### config.mk
export PLATFORM = sky130hd
export DESIGN_NAME = exe_muldiv_sequencer_flat
export DESIGN_NICKNAME = d
export VERILOG_FILES = /design/src/rtl/exe_muldiv_sequencer_if.sv /design/src/rtl/exe_muldiv_sequencer.sv /design/src/flat_wrapper.sv
export SDC_FILE = /design/constraint.sdc
export NUM_CORES = 1
export LEC_CHECK = 0
export BUFFER_PORTS_ARGS = -buffer_cell sky130_fd_sc_hd__buf_2
export CORE_ASPECT_RATIO = 1.1
export CORE_MARGIN = 2
export CORE_UTILIZATION = 55
export CTS_CLUSTER_SIZE = 12
export DETAILED_ROUTE_END_ITERATION = 7
export GPL_TIMING_DRIVEN = 0
export HOLD_SLACK_MARGIN = 0.06
export PLACE_DENSITY = 0.72
export SYNTH_ARGS = -nofsm -noshare
export SYNTH_HDL_FRONTEND = slang
export SYNTH_SLANG_ARGS = --single-unit
### constraint.sdc
create_clock -name clk -period 7.4 [get_ports clk]
set_input_delay 0.74 -clock clk [delete_from_list [all_inputs] [get_ports clk]]
set_output_delay 0.74 -clock clk [all_outputs]
set_load 0.1 [all_outputs]
### src/rtl/exe_muldiv_sequencer_if.sv
// Handshake and data bundle between the Execute stage and the RV32M sequencer.
// The master side is the pipeline; the slave side is the sequencer.
interface exe_muldiv_sequencer_if #(
  parameter int XLEN = 32
);
  logic            start_exe;
  logic [2:0]      funct3_exe;
  logic [XLEN-1:0] op_a_exe;
  logic [XLEN-1:0] op_b_exe;
  logic            flush_exe;
  logic            stall_pipe;
  logic            busy;
  logic            done;
  logic [XLEN-1:0] muldiv_result;

  modport master (
    output start_exe, funct3_exe, op_a_exe, op_b_exe, flush_exe,
    input  stall_pipe, busy, done, muldiv_result
  );

  modport slave (
    input  start_exe, funct3_exe, op_a_exe, op_b_exe, flush_exe,
    output stall_pipe, busy, done, muldiv_result
  );
endinterface

### src/rtl/exe_muldiv_sequencer.sv
// Multi-cycle RV32M sequencer beside the EX ALU: radix-2 shift-add multiply and
// restoring divide on magnitudes, with sign fix-up on the final iteration.
module exe_muldiv_sequencer #(
  parameter int XLEN = 32
) (
  input logic                  clk,
  input logic                  rst,
  exe_muldiv_sequencer_if.slave bus
);

  typedef enum logic [1:0] {S_IDLE, S_MUL, S_DIV, S_DONE} state_t;

  localparam logic [XLEN-1:0] INT_MIN = {1'b1, {(XLEN-1){1'b0}}};

  state_t            state;
  logic [2:0]        funct3_q;
  logic              q_neg;
  logic              a_neg_q;
  logic [5:0]        count;
  logic [2*XLEN-1:0] acc;
  logic [XLEN-1:0]   b_mag;
  logic [XLEN-1:0]   result_q;

  // Entry decode: which operands are signed, and the shortcut divide results
  logic            a_signed, b_signed, a_neg, b_neg;
  logic [XLEN-1:0] a_mag_in, b_mag_in;
  logic            div_by_zero, div_ovf;
  logic [XLEN-1:0] special_result;

  assign a_signed = (bus.funct3_exe == 3'b001) | (bus.funct3_exe == 3'b010) |
                    (bus.funct3_exe[2] & ~bus.funct3_exe[0]);
  assign b_signed = (bus.funct3_exe == 3'b001) |
                    (bus.funct3_exe[2] & ~bus.funct3_exe[0]);
  assign a_neg    = a_signed & bus.op_a_exe[XLEN-1];
  assign b_neg    = b_signed & bus.op_b_exe[XLEN-1];
  assign a_mag_in = a_neg ? -bus.op_a_exe : bus.op_a_exe;
  assign b_mag_in = b_neg ? -bus.op_b_exe : bus.op_b_exe;

  assign div_by_zero = (bus.op_b_exe == '0);
  assign div_ovf     = ~bus.funct3_exe[0] & (bus.op_a_exe == INT_MIN) &
                       (bus.op_b_exe == {XLEN{1'b1}});
  assign special_result = div_by_zero ?
                          (bus.funct3_exe[1] ? bus.op_a_exe : {XLEN{1'b1}}) :
                          (bus.funct3_exe[1] ? '0 : INT_MIN);

  // One iteration step and the sign fix-up of its outcome
  logic [XLEN:0]     mul_sum;
  logic [XLEN:0]     div_shifted;
  logic [XLEN-1:0]   div_sub;
  logic              div_ge;
  logic [2*XLEN-1:0] acc_next;
  logic [2*XLEN-1:0] prod;
  logic [XLEN-1:0]   quo, rem;
  logic [XLEN-1:0]   fixup;

  always_comb begin
    // NOTE: every always_comb output gets a value on every path, so no latch is inferred.
    mul_sum     = {1'b0, acc[2*XLEN-1:XLEN]} + (acc[0] ? {1'b0, b_mag} : '0);
    div_shifted = acc[2*XLEN-1:XLEN-1];
    div_ge      = (div_shifted >= {1'b0, b_mag});
    div_sub     = div_shifted[XLEN-1:0] - b_mag;
    if (state == S_DIV)
      acc_next = {(div_ge ? div_sub : div_shifted[XLEN-1:0]), acc[XLEN-2:0], div_ge};
    else
      acc_next = {mul_sum, acc[XLEN-1:1]};

    prod  = q_neg ? -acc_next : acc_next;
    quo   = q_neg ? -acc_next[XLEN-1:0] : acc_next[XLEN-1:0];
    rem   = a_neg_q ? -acc_next[2*XLEN-1:XLEN] : acc_next[2*XLEN-1:XLEN];
    if (funct3_q[2])
      fixup = funct3_q[1] ? rem : quo;
    else
      fixup = (funct3_q[1:0] == 2'b00) ? prod[XLEN-1:0] : prod[2*XLEN-1:XLEN];
  end

  // NOTE: sequential state uses non-blocking assignments so every register samples pre-edge values.
  always_ff @(posedge clk) begin
    if (rst) begin
      state    <= S_IDLE;
      funct3_q <= '0;
      q_neg    <= 1'b0;
      a_neg_q  <= 1'b0;
      count    <= '0;
      acc      <= '0;
      b_mag    <= '0;
      result_q <= '0;
    end else if (bus.flush_exe) begin
      state <= S_IDLE;
      count <= '0;
    end else begin
      case (state)
        S_IDLE: begin
          if (bus.start_exe) begin
            funct3_q <= bus.funct3_exe;
            q_neg    <= a_neg ^ b_neg;
            a_neg_q  <= a_neg;
            count    <= '0;
            acc      <= {{XLEN{1'b0}}, a_mag_in};
            b_mag    <= b_mag_in;
            if (!bus.funct3_exe[2]) begin
              state <= S_MUL;
            end else if (div_by_zero | div_ovf) begin
              result_q <= special_result;
              state    <= S_DONE;
            end else begin
              state <= S_DIV;
            end
          end
        end
        S_MUL, S_DIV: begin
          acc   <= acc_next;
          count <= count + 6'd1;
          if (count == 6'(XLEN-1)) begin
            result_q <= fixup;
            state    <= S_DONE;
          end
        end
        // The finishing instruction is still visible in EX, so start_exe is ignored here
        S_DONE:  state <= S_IDLE;
        default: state <= S_IDLE;
      endcase
    end
  end

  assign bus.stall_pipe    = ~bus.flush_exe & (((state == S_IDLE) & bus.start_exe) |
                                               (state == S_MUL) | (state == S_DIV));
  assign bus.busy          = (state != S_IDLE);
  assign bus.done          = (state == S_DONE);
  assign bus.muldiv_result = result_q;

endmodule

### src/flat_wrapper.sv
// flat-port wrapper written by rule: the top's interface ports become plain ports
module exe_muldiv_sequencer_flat 
#(
  parameter int XLEN = 32
)
  (clk, rst, bus_start_exe, bus_funct3_exe, bus_op_a_exe, bus_op_b_exe, bus_flush_exe, bus_stall_pipe, bus_busy, bus_done, bus_muldiv_result);
  exe_muldiv_sequencer_if #(.XLEN(XLEN)) bus_i ();
  input logic clk;
  input logic rst;
  input wire logic [$bits(bus_i.start_exe)-1:0] bus_start_exe;
  input wire logic [$bits(bus_i.funct3_exe)-1:0] bus_funct3_exe;
  input wire logic [$bits(bus_i.op_a_exe)-1:0] bus_op_a_exe;
  input wire logic [$bits(bus_i.op_b_exe)-1:0] bus_op_b_exe;
  input wire logic [$bits(bus_i.flush_exe)-1:0] bus_flush_exe;
  output wire logic [$bits(bus_i.stall_pipe)-1:0] bus_stall_pipe;
  output wire logic [$bits(bus_i.busy)-1:0] bus_busy;
  output wire logic [$bits(bus_i.done)-1:0] bus_done;
  output wire logic [$bits(bus_i.muldiv_result)-1:0] bus_muldiv_result;
  assign bus_i.start_exe = bus_start_exe;
  assign bus_i.funct3_exe = bus_funct3_exe;
  assign bus_i.op_a_exe = bus_op_a_exe;
  assign bus_i.op_b_exe = bus_op_b_exe;
  assign bus_i.flush_exe = bus_flush_exe;
  assign bus_stall_pipe = bus_i.stall_pipe;
  assign bus_busy = bus_i.busy;
  assign bus_done = bus_i.done;
  assign bus_muldiv_result = bus_i.muldiv_result;
  exe_muldiv_sequencer #(.XLEN(XLEN)) u_core (.clk(clk), .rst(rst), .bus(bus_i));
endmodule
==> summary.md, run 1 <==
| Metric | Value |
|---|---|
| Status | `finished clean` |
| Max Fclk | `about 140 MHz` |
| Routed length per placed instance | `24.3 um` |
| RSZ-0062 raised after global routing | `no` |
| CTS sink cnt | `roughly 140` |
| Avg Cell Area, Syn | `roughly 7 um2` |
| Placed Cells | `roughly 2700` |
| Hold crit path type | `register to register` |
| Max IR drop VDD | `roughly 0.00016 V` |
| First-pass GRT wire length | `99800 um` |
| Cell Pwr Density | `169 mW/mm2` |
| Commonest non-fill, non-tap cells in the layout | `nand2_1, nor2_1, a21oi_1` |
| R2R cell count | `18` |
| Shortest period the worst path allows | `7190 ps` |
| GRT overflow | `0` |
| Avg Vias per Cell | `between 6 and 7` |
| CTS H-tree lvls | `4` |
| Layout cells sized above 1 | `between 10% and 20%` |
| CTS-repair resized insts | `0` |
| Fillers | `between 2000 and 3000` |
| Commonest non-fill, non-tap cell in the layout | `nand2_1` |
| Final Util | `approximately 62%` |
| Area growth syn-to-layout | `10.1%` |
| Largest net degree at the start of global routing | `17` |
| Core area | `roughly 0.028 mm2` |
| CTS root buffer | `clkbuf_16` |
| Post-CTS Hold Fix Bufs | `0` |
| Ys flop type | `dfxtp_1` |
| Die width | `about 160 um` |
| Pleak | `approximately 6.6 nW` |
| Row cnt | `between 60 and 70` |
| Final hold vios | `0` |
| Synth unique cells | `105` |
| Max-slew violations | `0` |
| Critical path data required time | `approximately 6700 ps` |
| Multi-input combinational cell area | `~0.012 mm2` |
| Final hold slack | `between 400 and 500 ps` |
| Synth Register Bits | `~140` |
| Skew final | `approximately 18 ps` |
| Async S/R FF share, synth | `0%` |
| Port Buffers | `approximately 100` |
| Number of remaining DRC errors | `0` |
| Sum of negative setup slack | `0 ps` |
| R2r endpoint | `u_core.bus.muldiv_result[8]$_SDFFE_PP0P_` |
| Endpoints failing setup | `0` |
| Reg2reg start | `u_core.state[0]$_SDFFE_PP0P_` |
| Max Cap Violations | `0` |
| DPL Wire Length | `roughly 53000 um` |
| WL final | `66400 um` |
| Post-synth EDFFs | `0` |
| FF+latch area | `around 0.0028 mm2` |
| Number of setup buffers added after CTS | `0` |
| Io pins | `approximately 110` |
| Finished Layout Cells | `around 2700` |
| Pwr Total | `just under 3 mW` |
| DRT iter0 DRCs | `between 2000 and 2500` |
| Routability cong. | `around 1.1` |
| Vias | `about 18000` |
| Clock transition at path regs | `70 ps` |
| Netlist Area Pre-Place | `roughly 0.016 mm2` |
| DR pass1 iterations | `6` |
| Post-DRT Antenna Nets | `0` |
| Crit. End Element | `output port` |
| Number of global-route vias before repair | `between 15000 and 20000` |
| Critical path type | `register to output port` |
| Startpoint Class | `register` |
| Worst slew margin | `7.08%` |
| Worst setup path end | `bus_stall_pipe` |
| Sequential-to-total area share from yosys stat | `between 10% and 20%` |
| Worst Setup SP | `u_core.state[0]$_SDFFE_PP0P_` |
| Cells after Synth | `about 2200` |
| Crit Path Max Fanout | `10` |
| Final Cycle Share | `a little over nine tenths` |
| Die H | `approximately 180 um` |
| Total track usage | `around 44%` |
| N_diodes | `0` |
| WP data arrival | `around 6500 ps` |
| NumNets Final | `~2500` |
| Number of antenna violations at the first check in global routing | `2` |
| Synth Warn # | `0` |
| Slew at the pin closest to its max-slew limit | `1380 ps` |
| Total CTS buffers | `17` |
| Worst-Skew Late Latency | `between 400 and 500 ps` |
| Starting Density | `between 50% and 60%` |
| CTS tree | `built` |
| R2r setup slk | `between 700 and 800 ps` |
| CTS max path bufs | `2` |
| Syn nets | `2382` |
| Area of the die | `around 0.03 mm2` |
critical path, cell delays in order (launching register included):
cell and delay (ps):
dfxtp_1 340, inv_1 90, ha_1 300, buf_2 340, buf_2 460, buf_2 400, buf_2 470, buf_2 370
buf_2 320, clkbuf_1 750, buf_2 510, buf_1 920, nor2_1 110, a21oi_1 170, buf_2 430
flip-flops by register name (all words and copies together) (netlist names):
name and flops:
u_core.bus.muldiv_result 32, u_core.acc 64, u_core.b_mag 32, u_core.funct3_q 3
u_core.q_neg 1, u_core.count 6, u_core.a_neg_q 1, u_core.state 2
kinds of logic (layout without fill, tap and decap cells):
family | after synthesis | in the layout | share of synthesized area, %
xor gates and xnor gates | 160 | 160 | 8.99
AOI/OAI and AO/OA | 721 | 721 | 30.4
buffers and inverters | 221 | 357 | 5.88
and+or+nand+nor | 863 | 863 | 27.0
DFF | 141 | 141 | 18.1
muxes | 53 | 53 | 3.43
adders and majority gates | 76 | 76 | 6.20
how the worst min path moves through the flow:
stage / startpoint / to / slack, ps / cells past startpoint
after floorplan: u_core.b_mag[18]$_SDFFE_PP0P_ / u_core.b_mag[18]$_SDFFE_PP0P_ / 440 / 2
after global placement: u_core.bus.muldiv_result[6]$_SDFFE_PP0P_ / u_core.bus.muldiv_result[6]$_SDFFE_PP0P_ / 420 / 2
after detailed placement: u_core.bus.muldiv_result[8]$_SDFFE_PP0P_ / u_core.bus.muldiv_result[8]$_SDFFE_PP0P_ / 430 / 2
after CTS: u_core.bus.muldiv_result[7]$_SDFFE_PP0P_ / u_core.bus.muldiv_result[7]$_SDFFE_PP0P_ / 440 / 2
after global routing: u_core.bus.muldiv_result[26]$_SDFFE_PP0P_ / u_core.bus.muldiv_result[26]$_SDFFE_PP0P_ / 470 / 1
final: u_core.bus.muldiv_result[7]$_SDFFE_PP0P_ / u_core.bus.muldiv_result[7]$_SDFFE_PP0P_ / 440 / 2
cell type report:
cell class,count,area share [%]
multi-input combinational,1873,69.1
sequential,141,16.5
buffer,146,3.70
timing repair buffer,104,3.03
tap,363,2.65
clock buffer,19,2.52
inverter,75,1.64
clock inverter,13,0.897
per-stage QoR:
| stage | area, um2 | setup slack, ps |
|---|---|---|
| final | 17200 | 210 |
| after global routing | 17200 | 319 |
| after CTS | 17100 | 518 |
| after detailed placement | 16600 | 1020 |
| after global placement | 16600 | 1050 |
| after floorplan | 15600 | 2240 |
cell usage after synthesis (8+ instances only):
cell | instances | area share, %
or4_1 | 11 | 0.53
clkbuf_1 | 88 | 2.1
nand4_1 | 42 | 1.7
nor3_1 | 63 | 2.0
a311oi_1 | 11 | 0.62
or2_2 | 15 | 0.60
o21bai_1 | 8 | 0.39
nor4_1 | 24 | 0.96
o211ai_1 | 55 | 2.7
o22ai_1 | 9 | 0.36
a22oi_1 | 25 | 1.2
a21oi_1 | 204 | 6.6
xnor2_1 | 86 | 4.8
a211oi_1 | 41 | 2.0
dfxtp_1 | 141 | 18
or3_1 | 26 | 1.0
and3_1 | 14 | 0.56
xor2_1 | 74 | 4.2
nand2_1 | 269 | 6.5
o31ai_1 | 28 | 1.3
o21a_1 | 18 | 0.87
mux2i_1 | 50 | 3.2
o21ai_1 | 13 | 0.42
a31oi_1 | 29 | 1.2
o41ai_1 | 8 | 0.45
nand3_1 | 46 | 1.5
ha_1 | 74 | 5.9
a21oi_2 | 8 | 0.45
and2_1 | 48 | 1.9
o221ai_1 | 13 | 0.73
o21ai_0 | 130 | 4.2
a21o_1 | 29 | 1.4
nor2_1 | 220 | 5.3
a221oi_1 | 13 | 0.73
buf_2 | 38 | 1.2
buf_1 | 11 | 0.27
inv_1 | 75 | 1.8
nor2b_1 | 13 | 0.52
nor3b_1 | 10 | 0.48
nand2b_1 | 24 | 0.96
report_power, final:
part           internal (mW)  switching [mW]
clock network          0.504           0.388
logic                  0.373           0.794
registers              0.794          0.0538
total                   1.67            1.24
per-layer routing:
layer	GRT usage, %	routed length [um]
met4	35.4	6300
met1	50.9	24900
met2	69.6	28900
met5	0	0
met3	8.33	6300
Power figures use the tool's default switching activity.
==> inputs of run 2 (changes only) <==
- CORE_UTILIZATION: 55 -> 50
- CTS_CLUSTER_DIAMETER: default -> 30
- PLACE_DENSITY: 0.72 -> 0.66
- SLEW_MARGIN: default -> 20
==> run 2 against run 1 <==
Against the previous run: sequential power is essentially flat; die area is 9.8% higher; critical path depth unchanged; register-to-register slack lost 120 ps; worst setup slack worse by 130 ps; non-clock buffer count is 1 higher; wire length is 2.3% higher; combinational power is essentially flat; highest routed layer unchanged; via count is 1.5% lower.
==> summary.md, run 2 (synthesis gave the netlist of run 1 again) <==
| Metric | Value |
|---|---|
| Status | `finished clean` |
| CTS H-tree lvls | `4 (unchanged)` |
| DR pass1 iterations | `6 (unchanged)` |
| Cell Pwr Density | `172 mW/mm2 (+1.7%)` |
| Max-slew violations | `0 (unchanged)` |
| Total CTS buffers | `17 (unchanged)` |
| Critical path data required time | `6660 ps (about the same)` |
| Die width | `172 um (+4.8%)` |
| Layout cells sized above 1 | `10.5% (+0.21 points)` |
| Post-CTS Hold Fix Bufs | `0 (unchanged)` |
| Avg Vias per Cell | `6.54 (-3.3%)` |
| Slowest stage cell, crit path | `buf_1` |
| Critical path's most frequent cell | `buf_2` |
| Max reg flops | `64 (unchanged)` |
| Starting Density | `50.9% (-5.0 points)` |
| R2r endpoint | `u_core.bus.muldiv_result[8]$_SDFFE_PP0P_` |
| Die H | `189 um (+4.8%)` |
| Commonest non-fill, non-tap cells in the layout | `nand2_1, nor2_1, a21oi_1` |
| Critical path type | `register to output port` |
| Worst setup path end | `bus_stall_pipe` |
| R2R cell count | `18 (unchanged)` |
| Max IR drop VDD | `0.000160 V (-2.6%)` |
| Routed length per placed instance | `24.4 um (+0.40%)` |
| Max Cap Violations | `0 (unchanged)` |
| Max stage delay on crit path | `930 ps (about the same)` |
| CTS max path bufs | `2 (unchanged)` |
| Biggest register | `u_core.acc` |
| Worst-Skew Late Latency | `460 ps (about the same)` |
| R2r setup slk | `600 ps (-120 ps)` |
| Final Cycle Share | `98.9% (+1.8 points)` |
| GRT overflow | `0 (unchanged)` |
| Row cnt | `67 (+4.7%)` |
| Total track usage | `41.2% (-2.6 points)` |
| Worst Setup SP | `u_core.state[0]$_SDFFE_PP0P_` |
| Number of global-route vias before repair | `17200 (-1.7%)` |
| Number of antenna violations at the first check in global routing | `0 (-2)` |
| CTS sink cnt | `141 (unchanged)` |
| Worst slew margin | `20.4% (+13 points)` |
| Skew final | `12.7 ps (-4.97 ps)` |
| N_diodes | `0 (unchanged)` |
| Sum of negative setup slack | `0 ps (unchanged)` |
| Area of the die | `0.0326 mm2 (+9.8%)` |
| Startpoint Class | `register` |
| Pre-CTS WS | `950 ps (-65.0 ps)` |
| CTS tree | `built` |
| Crit path cell chain | `inv_1, ha_1, buf_2, buf_2, buf_2, buf_2, buf_2, buf_2, clkbuf_1, buf_2, buf_1, nor2_1, a21oi_1, buf_2` |
| Io pins | `106 (unchanged)` |
| Core area | `0.0306 mm2 (+9.8%)` |
| Hold crit path type | `register to register` |
| Number of setup buffers added after CTS | `0 (unchanged)` |
| Reg2reg start | `u_core.state[0]$_SDFFE_PP0P_` |
| Commonest non-fill, non-tap cell in the layout | `nand2_1` |
| Final hold vios | `0 (unchanged)` |
| Routability cong. | `1.02 (-3.7%)` |
| DPL Wire Length | `54500 um (+3.6%)` |
| Setup ws final | `79.1 ps (-131 ps)` |
| First-pass GRT wire length | `101000 um (+0.93%)` |
| WL final | `67900 um (+2.3%)` |
| Port Buffers | `104 (unchanged)` |
| DRT iter0 DRCs | `1870 (-15%)` |
| Max Fclk | `137 MHz (-1.8%)` |
| Number of remaining DRC errors | `0 (unchanged)` |
| Slew at the pin closest to its max-slew limit | `1190 ps (-191 ps)` |
| Shortest period the worst path allows | `7320 ps (+131 ps)` |
| Fillers | `3144 (+16%)` |
| CTS-repair resized insts | `0 (unchanged)` |
| CTS root buffer | `clkbuf_16` |
| Clock transition at path regs | `70 ps (about the same)` |
| Largest net degree at the start of global routing | `17 (unchanged)` |
| RSZ-0062 raised after global routing | `no` |
| WP data arrival | `6580 ps (+130 ps)` |
| Area growth syn-to-layout | `11.0%` |
| NumNets Final | `2506 (+0.040%)` |
| Crit. End Element | `output port` |
| Vias | `18200 (-1.5%)` |
| Crit Path Max Fanout | `10 (unchanged)` |
| Pleak | `6.67 nW (+0.44%)` |
| Endpoints failing setup | `0 (unchanged)` |
| Post-DRT Antenna Nets | `0 (unchanged)` |
run 2: worst min-delay path by stage:
stage / startpoint / to / slack, ps / cells past startpoint
final: u_core.bus.muldiv_result[7]$_SDFFE_PP0P_ / u_core.bus.muldiv_result[7]$_SDFFE_PP0P_ / 440 / 2
after global routing: u_core.bus.muldiv_result[6]$_SDFFE_PP0P_ / u_core.bus.muldiv_result[6]$_SDFFE_PP0P_ / 470 / 2
after CTS: u_core.bus.muldiv_result[7]$_SDFFE_PP0P_ / u_core.bus.muldiv_result[7]$_SDFFE_PP0P_ / 440 / 2
after detailed placement: u_core.bus.muldiv_result[7]$_SDFFE_PP0P_ / u_core.bus.muldiv_result[7]$_SDFFE_PP0P_ / 430 / 2
after global placement: u_core.bus.muldiv_result[7]$_SDFFE_PP0P_ / u_core.bus.muldiv_result[7]$_SDFFE_PP0P_ / 420 / 2
after floorplan: u_core.b_mag[18]$_SDFFE_PP0P_ / u_core.b_mag[18]$_SDFFE_PP0P_ / 440 / 2
run 2: metrics by stage:
step,instances,hold WS (ps),power [mW],cell area (um2),util [%]
after floorplan,2235,440,1.61,15600,-
after global placement,2753,424,1.98,16600,54.3
after detailed placement,2754,430,1.99,16600,54.4
after CTS,2786,438,2.94,17300,56.5
after global routing,2786,465,3.09,17300,56.5
final,2786,436,2.98,17300,56.5
run 2: final cells by class:
class | count | area [um2] | share of cell area (%)
buffer | 146 | 634 | 3.67
clock buffer | 17 | 425 | 2.46
clock inverter | 15 | 213 | 1.23
inverter | 75 | 282 | 1.63
multi-input combinational | 1873 | 11900 | 68.6
sequential | 141 | 2820 | 16.3
tap | 414 | 518 | 3.00
timing repair buffer | 105 | 528 | 3.05
run 2: report_power, final:
part	total [mW]	switching [mW]	internal, mW
clock	0.961	0.391	0.569
combinational	1.17	0.797	0.373
sequential	0.849	0.0548	0.794
total	2.98	1.24	1.74
run 2: worst max-delay path, delay by kind of cell, from the launching register on:
family / cells / cell delay, ps
AO/OA/AOI/OAI: 1 / 180
buffers and inverters: 11 / 5180
AND/OR/NAND/NOR: 1 / 120
adder cells (fa/ha/maj): 1 / 270
flip-flops: 1 / 340
run 2: routing by layer:
metal	routed length [um]	up-vias	GRT usage, %
met3	5610	278	7.11
met4	6150	0	32.6
met5	0	-	0
li1	-	8422	-
met1	26400	8554	49.0
met2	29800	963	65.4
